`src/rtl/hamming_scrub_ctrl.sv`:
```
// hamming_scrub_ctrl: background SECDED scrubber for a hamming-protected bank.
// Walks every address in the idle slots of the shared bank port and reads each
// codeword. It logs single and double errors, and it writes corrected words
// back. Functional traffic always wins the port.
// Optional build macro HAM_SCRUB_DED_HALT_EN: after a DED, park in HALT until
// scrub enable is seen low.
module hamming_scrub_ctrl #(
  parameter int unsigned DATA_BITS    = 8,
  parameter int unsigned PARITY_BITS  = $clog2(DATA_BITS) + 1,
  parameter int unsigned ENCODED_WORD = DATA_BITS + PARITY_BITS,
  parameter int unsigned CW_W         = ENCODED_WORD + 1,
  parameter int unsigned DEPTH        = 16,
  parameter int unsigned ADDR_W       = $clog2(DEPTH),
  parameter int unsigned INTV_W       = 16,
  parameter int unsigned CNT_W        = 8
) (
  input  logic                 i_clk,
  input  logic                 i_rst_n,
  input  logic                 i_scrub_en,
  input  logic [INTV_W-1:0]    i_interval,
  input  logic                 i_func_busy,
  input  logic                 i_func_we,
  input  logic [ADDR_W-1:0]    i_func_addr,
  output logic                 o_mem_req,
  output logic                 o_mem_we,
  output logic [ADDR_W-1:0]    o_mem_addr,
  output logic [CW_W-1:0]      o_mem_wdata,
  input  logic [CW_W-1:0]      i_mem_rdata,
  output logic [CW_W-1:0]      o_dec_word,
  input  logic                 i_dec_sec,
  input  logic                 i_dec_ded,
  input  logic [DATA_BITS-1:0] i_dec_data,
  output logic [DATA_BITS-1:0] o_enc_data,
  input  logic [CW_W-1:0]      i_enc_word,
  output logic                 o_busy,
  output logic [CNT_W-1:0]     o_sec_cnt,
  output logic [CNT_W-1:0]     o_ded_cnt,
  output logic                 o_ded_irq,
  output logic [ADDR_W-1:0]    o_ded_addr,
  output logic                 o_pass_done
);

  localparam logic [ADDR_W-1:0] LAST_ADDR = ADDR_W'(DEPTH - 1);

  typedef enum logic [2:0] {
    IDLE, WAIT, READ, CHECK, DECIDE, WRITE, NEXT, HALT
  } state_t;

  state_t             state_q, state_d;
  logic [ADDR_W-1:0]  addr_q, addr_d;
  logic [INTV_W-1:0]  intv_q, intv_d;
  logic [CW_W-1:0]    word_q, word_d;
  logic [CW_W-1:0]    wb_q, wb_d;
  logic [CNT_W-1:0]   sec_q, sec_d;
  logic [CNT_W-1:0]   ded_q, ded_d;
  logic [ADDR_W-1:0]  ded_addr_q, ded_addr_d;
  logic               ded_irq_q, ded_irq_d;
  logic               pass_q, pass_d;
  logic               abort_q, abort_d;
  logic               mem_req, mem_we;
  logic [DATA_BITS-1:0] enc_data;
  logic               func_hit;
`ifdef HAM_SCRUB_DED_HALT_EN
  logic               ded_seen_q, ded_seen_d;
`endif

  // Functional write landing on the word currently being scrubbed
  assign func_hit = i_func_busy & i_func_we & (i_func_addr == addr_q);

  // State and datapath registers
  always_ff @(posedge i_clk) begin
    if (!i_rst_n) begin
      state_q    <= IDLE;
      addr_q     <= '0;
      intv_q     <= '0;
      word_q     <= '0;
      wb_q       <= '0;
      sec_q      <= '0;
      ded_q      <= '0;
      ded_addr_q <= '0;
      ded_irq_q  <= 1'b0;
      pass_q     <= 1'b0;
      abort_q    <= 1'b0;
    end else begin
      state_q    <= state_d;
      addr_q     <= addr_d;
      intv_q     <= intv_d;
      word_q     <= word_d;
      wb_q       <= wb_d;
      sec_q      <= sec_d;
      ded_q      <= ded_d;
      ded_addr_q <= ded_addr_d;
      ded_irq_q  <= ded_irq_d;
      pass_q     <= pass_d;
      abort_q    <= abort_d;
    end
  end

`ifdef HAM_SCRUB_DED_HALT_EN
  // Remembers a DED in the current word so NEXT can park in HALT
  always_ff @(posedge i_clk) begin
    if (!i_rst_n) ded_seen_q <= 1'b0;
    else          ded_seen_q <= ded_seen_d;
  end
`endif

  // Next-state, datapath updates and bank strobes
  always_comb begin
    state_d    = state_q;
    addr_d     = addr_q;
    intv_d     = intv_q;
    word_d     = word_q;
    wb_d       = wb_q;
    sec_d      = sec_q;
    ded_d      = ded_q;
    ded_addr_d = ded_addr_q;
    ded_irq_d  = 1'b0;
    pass_d     = 1'b0;
    abort_d    = abort_q;
    mem_req    = 1'b0;
    mem_we     = 1'b0;
    enc_data   = '0;
`ifdef HAM_SCRUB_DED_HALT_EN
    ded_seen_d = ded_seen_q;
`endif

    if ((state_q == CHECK || state_q == DECIDE || state_q == WRITE) && func_hit)
      abort_d = 1'b1;

    case (state_q)
      IDLE: begin
        if (i_scrub_en) begin
          intv_d  = i_interval;
          state_d = WAIT;
        end
      end
      WAIT: begin
        if (intv_q == '0) state_d = READ;
        else              intv_d  = INTV_W'(intv_q - 1'b1);
      end
      READ: begin
        if (!i_func_busy) begin
          mem_req = 1'b1;
          abort_d = 1'b0;
          state_d = CHECK;
        end
      end
      CHECK: begin
        word_d  = i_mem_rdata;
        state_d = DECIDE;
      end
      DECIDE: begin
        if (i_dec_ded) begin
          ded_d      = (ded_q == '1) ? ded_q : CNT_W'(ded_q + 1'b1);
          ded_irq_d  = 1'b1;
          ded_addr_d = addr_q;
          state_d    = NEXT;
`ifdef HAM_SCRUB_DED_HALT_EN
          ded_seen_d = 1'b1;
`endif
        end else if (i_dec_sec) begin
          sec_d    = (sec_q == '1) ? sec_q : CNT_W'(sec_q + 1'b1);
          enc_data = i_dec_data;
          wb_d     = i_enc_word;
          state_d  = WRITE;
        end else begin
          state_d = NEXT;
        end
      end
      WRITE: begin
        // A functional write to this address makes the corrected copy stale
        if (abort_q) begin
          state_d = NEXT;
        end else if (!i_func_busy) begin
          mem_req = 1'b1;
          mem_we  = 1'b1;
          state_d = NEXT;
        end
      end
      NEXT: begin
        if (addr_q == LAST_ADDR) begin
          addr_d = '0;
          pass_d = 1'b1;
        end else begin
          addr_d = ADDR_W'(addr_q + 1'b1);
        end
        if (i_scrub_en) begin
          intv_d  = i_interval;
          state_d = WAIT;
        end else begin
          state_d = IDLE;
        end
`ifdef HAM_SCRUB_DED_HALT_EN
        if (ded_seen_q) begin
          ded_seen_d = 1'b0;
          state_d    = HALT;
        end
`endif
      end
      HALT: begin
`ifdef HAM_SCRUB_DED_HALT_EN
        if (!i_scrub_en) state_d = IDLE;
`else
        state_d = IDLE;
`endif
      end
      default: state_d = IDLE;
    endcase
  end

  // Strobes are gated by reset so a pending writeback never leaks out
  assign o_mem_req   = mem_req & i_rst_n;
  assign o_mem_we    = mem_we & i_rst_n;
  assign o_mem_addr  = addr_q;
  assign o_mem_wdata = wb_q;
  assign o_dec_word  = word_q;
  assign o_enc_data  = enc_data;
  assign o_busy      = (state_q != IDLE);
  assign o_sec_cnt   = sec_q;
  assign o_ded_cnt   = ded_q;
  assign o_ded_irq   = ded_irq_q;
  assign o_ded_addr  = ded_addr_q;
  assign o_pass_done = pass_q;

endmodule
```
`config.mk`:
```
export PLATFORM = sky130hd
export DESIGN_NAME = hamming_scrub_ctrl
export DESIGN_NICKNAME = d
export VERILOG_FILES = /design/src/rtl/hamming_scrub_ctrl.sv
export SDC_FILE = /design/constraint.sdc
export NUM_CORES = 1
export LEC_CHECK = 0
export BUFFER_PORTS_ARGS = -buffer_cell sky130_fd_sc_hd__buf_2
export CORE_MARGIN = 2
export CORE_UTILIZATION = 50
export CTS_BUF_LIST = sky130_fd_sc_hd__clkbuf_8 sky130_fd_sc_hd__clkbuf_16
export DETAILED_ROUTE_END_ITERATION = 10
export PLACE_DENSITY_LB_ADDON = 0.12
export SKIP_LAST_GASP = 1
export SYNTH_ARGS = -nofsm -noshare
export SYNTH_HDL_FRONTEND = slang
export SYNTH_SLANG_ARGS = --single-unit
```
`constraint.sdc`:
```
create_clock -name i_clk -period 5 [get_ports i_clk]
set_input_delay 1.25 -clock i_clk [delete_from_list [all_inputs] [get_ports i_clk]]
set_output_delay 1.25 -clock i_clk [all_outputs]
set_load 0.005 [all_outputs]
```
After elaboration in Yosys (flattened, before gate mapping). Index checks and enable logic that the tools add are counted.

Register bits: 72. Input port bits: 61. Output and inout port bits: 63. Word-level logic and storage cells: 80.

Add/subtract/negate cells: 4. Equality and inequality tests: 17. Multiplexer cells: 25. Bitwise logic cells: 7. Reductions and logical operators: 16.

Operator list (number): 2-to-1 mux 16 bit (2); one-hot mux 16 bit (2 select lines) (1); 2-to-1 mux 8 bit (3); one-hot mux 3 bit (8 select lines) (1); adder 8 x 1 -> 8 bit (second input constant) (2); equality test 8 bit (second input constant) (2); logical NOT 16 bit (1); subtractor 16 x 1 -> 16 bit (second input constant) (1); 2-to-1 mux 3 bit (5); equality test 3 bit (second input constant) (4); 2-to-1 mux 1 bit (9); AND reduction 3 bit (3); != test 2 bit (second input constant) (4); AND reduction 4 bit (2); equality test 3 x 2 -> 1 bit (second input constant) (2); AND reduction 2 bit (3); adder 4 x 1 -> 4 bit (second input constant) (1); bitwise AND 1 bit (4); equality test 4 bit (1); equality test 4 bit (second input constant) (1); 2-to-1 mux 2 bit (2); 2-to-1 mux 4 bit (1); equality test 3 x 1 -> 1 bit (second input constant) (1); logical NOT 3 bit (1); other kinds (9) (12).

Longest topological paths before layout. Gate-level depths: netlist of the first run.

Depth after elaboration: 7. Depth in mapped cells: 9. Gate-level depth less buffers: 7.

Least setup slack after synthesis of the first run. OpenSTA, ideal clock, no wires.

Path kind: in2out. Start point: input i_dec_ded. End point: output o_enc_data[0]. Arrival: 2.087 ns. Data required time: 3.750 ns. Path slack: 1.663 ns. Stages on the path: 4. Cell sequence: nand2b_1 nor3_1 clkbuf_1 and2_1.

Longest elaborated chain between the ends: 2.

RTL lines: start, declared (line 31) `input logic i_dec_ded,`; 2-to-1 mux 8 bit (line 153) `if (i_dec_ded) begin`; 2-to-1 mux 8 bit (line 130) `case (state_q)`; end, declared (line 33) `output logic [DATA_BITS-1:0] o_enc_data,`.

No other way between the ends.

Worst setup path in the final report of the first run.
Start point: input i_dec_ded. End point: output o_enc_data[7].

The elaborated chain is that of the path after synthesis.

==> results of run 1 <==
[registers in the layout, indices dropped and copies added (netlist names)]
signal / count
abort_q: 1
intv_q: 16
o_dec_word: 13
o_ded_addr: 4
o_ded_cnt: 8
o_ded_irq: 1
o_mem_addr: 4
o_mem_wdata: 13
o_pass_done: 1
o_sec_cnt: 8
state_q: 3
[report_power, final]
group	leakage, nW	total (W)	switching [W]	internal [W]
clock	0.107	0.000425	0.000203	0.000223
sequential	0.583	0.000705	0.0000704	0.000635
combinational	1.11	0.000580	0.000335	0.000245
total	1.80	0.00171	0.000608	0.00110
[stage by stage]
stage	setup slack (ns)	util (%)	hold WS [ns]	cell area, µm²
2_1_floorplan	1.663	-	0.4476	3371
3_3_place_gp	1.532	62.44	0.4394	4010
3_5_place_dp	1.483	62.44	0.4473	4010
4_1_cts	1.478	65.24	0.4564	4190
5_1_grt	1.379	65.24	0.4694	4190
6_report	1.484	65.24	0.4552	4190
[layer usage]
metal / vias to the layer above / wire, µm
li1: 1703 / -
met1: 1510 / 3681
met2: 100 / 3945
met3: 12 / 505
met4: 0 / 165
met5: - / 0
[cell usage in the layout (no fill, tap or decap), types with 4 or more instances in the layout]
| master | netlist | routed |
|---|---|---|
| o21ai_0 | 16 | 16 |
| ha_1 | 4 | 4 |
| nor2_1 | 39 | 38 |
| dfxtp_1 | 72 | 72 |
| clkbuf_8 | 0 | 9 |
| nand2b_1 | 5 | 5 |
| mux2i_1 | 4 | 4 |
| a21o_1 | 9 | 9 |
| buf_2 | 4 | 123 |
| and2_1 | 10 | 10 |
| nand4_1 | 4 | 4 |
| nor4_1 | 5 | 5 |
| or3_1 | 6 | 6 |
| nand2_1 | 82 | 82 |
| nor3_1 | 13 | 12 |
| xnor2_1 | 12 | 12 |
| nand3_1 | 11 | 11 |
| inv_1 | 4 | 7 |
| xor2_1 | 7 | 7 |
| a21oi_1 | 53 | 53 |
[cells by family after synthesis]
family                     Yosys count  share of synthesized area (%)
DFF                                 72                          42.76
AOI/OAI and AO/OA                  102                          18.08
adders and majority gates            4                          1.485
muxes                                4                          1.188
buffers and inverters               31                          3.600
xor gates and xnor gates            19                          4.937
and+or+nand+nor                    196                          27.95
[critical path: stages]
cell and delay [ns]:
buf_2 0.10, nand2b_1 0.19, nor3_2 0.20, buf_4 0.26, and2_1 0.16, buf_2 0.11
[final cells by class]
| cell class | instances | area (µm²) |
|---|---|---|
| Timing Repair Buffer | 126 | 638.1 |
| Tap cell | 77 | 96.34 |
| Sequential cell | 72 | 1441 |
| Clock buffer | 9 | 123.9 |
| Clock inverter | 7 | 56.30 |
| Inverter | 5 | 18.77 |
| Fill cell | 611 | 2232 |
| Multi-Input combinational cell | 325 | 1815 |
[final timing paths]
check                   endpoint  slack (ns)  depth (start not counted)           start
hold reg to reg   o_mem_wdata[7]        0.46                          2  o_mem_wdata[7]
hold / removal    o_mem_wdata[7]        0.46                          2  o_mem_wdata[7]
setup / recovery   o_enc_data[7]        1.48                          6       i_dec_ded
setup reg to reg      intv_q[15]        1.98                          7       intv_q[0]
==> impl_metrics.toml, run 1 <==
[critical_path]
start_kind = "input port"
path_max_fanout = 21
endpoint_kind = "primary output"
arrival_ns = 2.27
path_class = "input port to primary output"
worst_ep_required_time_ns = 3.75

[power]
p_per_area_nw_per_um2 = 408.2
max-vdd-ir-drop_v = 0.0001843
power_w = 0.001711
p_leak_nw = 1.796

[clocking]
clock_latency_ns = 0.33
htreeDepth = 3
clk_path_buf_depth = 2
numCtsBuffers = 9
ctsResizeCount = 0
clock_sinks = 72
cts-root-buf = "clkbuf_8"
cts_tree = "done"
cts_setup_buffers = 0
clk_pin_slew_ns = 0.07
cts_hold_buffers = 0

[floorplanning]
pin_count = 124
die_w_um = 86.11
start_util_pct = 52.48
die_y_um = 86.11
core_area_um2 = 6422
die-area_um2 = 7414
core.rowCount = 29

[sta]
worst_pin_slew_ns = 1.231
setup_viol = 0
final.setup_skew_ns = 0.009455
slew_headroom_pct = 17.88
finalCritPeriodShare_pct = 70.33
slew_viol_final = 0
fin_crit_ns = 3.516
max_freq_ghz = 0.2844
setup_tns_ns = 0
rsz0062_at_grt = "no"
hold_violations = 0

[global_routing]
grt_first_pass_wirelength_um = 13480
antenna_found_initial = 0
grt_overflow = 0
use_met2_pct = 36.79
grtUsageMet1_pct = 28.19
grt_util_met3_pct = 4.427
grt.total_usage_pct = 22.29
grt_pass1_vias = 3042
busiest_layer = "met2"
grt_max_degree = 69

[cells_and_area]
stdcell_count = 621
antenna_cells = 0
areaGrowthSynthToFinish_pct = 24.31
nNetsFinal = 604
drive_above_1_share_pct = 27.76

[placed_design]
io_buffers = 123
place.gp.congestion = 0.7746
place_inst = 605
dp_hpwl_um = 5857

[drt]
drt_wl_total_um = 8298
drtPass1Iterations = 4
drc_errors = 0
vias_per_cell = 5.354
drt_iter0_markers = 110
vias = 3325
ant_nets = 0
wl_per_cell_um = 13.36

[logic_synthesis]
syn_area_um2 = 3371
synth_edf_count = 0
yosys.area.top_type = "dfxtp_1"
synthCells = 428
seq_area_frac_synth_pct = 42.76
yosysMostFrequentCell = "nand2_1"
ys_warn_count = 0
synth-main-ff-cell = "dfxtp_1"
synth_top_area_share_pct = 42.76
synth_seq_cells = 72
synth_cell_types = 47
synth.area.top_cells = "dfxtp_1, nand2_1, a21oi_1"
netlist_top_cells_count = "nand2_1, dfxtp_1, a21oi_1"
synth_nets = 493
async_flop_share_pct = 0
synth_area_per_cell_um2 = 7.876

[worst_hold_path]
min_path_type = "flop to flop"

[status]
status = "completed"

[flow_run]
maxCapViolCount = 0
No activity file was read; power rests on OpenSTA's default activity.
==> inputs of run 2 (changes only) <==
Settings changed: CORE_UTILIZATION 50 to 45.
Clock period 5 ns to 3 ns, I/O delays scaled along.
==> impl_metrics.toml, run 2 (synthesis results as in run 1) <==
[cells_and_area]
regMostFlops = "intv_q"
largest_register_ffs = 16
register_area_um2 = 1441
layout_common_cells = "buf_2, nand2_1, dfxtp_1"
nNetsFinal = 608
areaGrowthSynthToFinish_pct = 27.58
multi_input_area_um2 = 1815
antenna_cells = 0
drive_above_1_share_pct = 28.52
fill_cells = 715
layout_commonest_cell = "buf_2"

[drt]
drt_iter0_markers = 126
ant_nets = 0
vias = 3307
wl_per_cell_um = 12.67
drtPass1Iterations = 4
drc_errors = 0
drt_wl_total_um = 8185
vias_per_cell = 5.119

[power]
max-vdd-ir-drop_v = 0.0002992
p_per_area_nw_per_um2 = 697.7
p_leak_nw = 1.829

[global_routing]
grtUsageMet1_pct = 24.01
grt_first_pass_wirelength_um = 13460
grt.total_usage_pct = 19.69
grt_util_met3_pct = 5.259
grt_max_degree = 44
busiest_layer = "met2"
grt_pass1_vias = 2970
use_met2_pct = 33.21
grt_overflow = 0
antenna_found_initial = 0

[sta]
rsz0062_at_grt = "no"
hold_violations = 0
slew_viol_final = 0
slew_headroom_pct = 50.98
worst_pin_slew_ns = 0.7297
max_freq_ghz = 0.3948
final.setup_skew_ns = 0.007695
setup_tns_ns = 0
finalCritPeriodShare_pct = 84.42
fin_crit_ns = 2.533
setup_ws_ns = 0.4673
setup_viol = 0

[critical_path]
start_kind = "flop"
path_class = "flop to primary output"
endpoint_kind = "primary output"
worst_ep_required_time_ns = 2.25
arrival_ns = 1.78
path_max_fanout = 21

[floorplanning]
die_y_um = 90.55
start_util_pct = 46.47
core.rowCount = 31
pin_count = 124
die_w_um = 90.55
core_area_um2 = 7253
die-area_um2 = 8198

[worst_hold_path]
min_path_type = "flop to flop"

[placed_design]
dp_hpwl_um = 5837
place.gp.congestion = 0.8075
dp_slack_ns = 0.4995
io_buffers = 123

[clocking]
ctsResizeCount = 0
numCtsBuffers = 9
clock_sinks = 72
clock_latency_ns = 0.33
cts_tree = "done"
clk_path_buf_depth = 2
htreeDepth = 3
clk_pin_slew_ns = 0.07
cts-root-buf = "clkbuf_8"
cts_setup_buffers = 0
cts_hold_buffers = 0

[flow_run]
maxCapViolCount = 0

[status]
status = "completed"
-- run 2: cell count changes in the layout (fill, tap and decap cells not counted), sizes merged --
cell / change
inv: -2
clkbuf: +2
buf: +4
clkinv: -2
bufinv: +1
-- run 2: critical path, cell delays in order, from the launching register on --
cell and delay (ns):
dfxtp_1 0.56, nand2b_1 0.21, nor3_2 0.17, buf_4 0.25, and2_1 0.15, buf_2 0.10
-- run 2: path summary, 6_finish.rpt --
check / startpoint / end / slack, ns / cells past startpoint
worst min register to register: o_dec_word[7] / o_dec_word[7] / 0.45 / 2
worst max register to register: intv_q[0] / intv_q[14] / 0.64 / 8
worst max-delay path: state_q[2] / o_enc_data[5] / 0.47 / 5
worst min-delay path: o_dec_word[7] / o_dec_word[7] / 0.45 / 2
-- run 2: where the power goes --
group          internal, W  total [W]  leakage [nW]  switching (W)
logic             0.000419   0.000990          1.13       0.000571
registers          0.00106    0.00117         0.583       0.000115
clock network     0.000505   0.000837         0.117       0.000332
-- run 2: cell type report --
class / count / area share (%)
flip-flops and latches: 72 / 33.52
clock inverters: 4 / 1.600
clock buffers: 11 / 3.521
inverters: 5 / 0.4364
repair buffers: 130 / 15.83
well taps: 99 / 2.880
multi-input cells: 325 / 42.22
-- run 2: metal layers --
layer / share of wire, % / routed length, µm / vias to the layer above
li1: - / - / 1708
met1: 44 / 3626 / 1493
met2: 48 / 3911 / 95
met3: 6.6 / 540 / 11
met4: 1.3 / 106 / 0
met5: 0 / 0 / -
-- run 2: per-stage QoR --
| stage | utilization, % | hold slack (ns) | instance area [µm²] | instances | total power [W] |
|---|---|---|---|---|---|
| after floorplan | - | 0.4476 | 3371 | 428 | 0.001945 |
| after global placement | 56.25 | 0.4386 | 4080 | 631 | 0.002153 |
| after detailed placement | 56.25 | 0.4430 | 4080 | 631 | 0.002181 |
| after CTS | 59.29 | 0.4526 | 4300 | 646 | 0.003025 |
| after global routing | 59.29 | 0.4671 | 4300 | 646 | 0.003215 |
| final | 59.29 | 0.4533 | 4300 | 646 | 0.003000 |
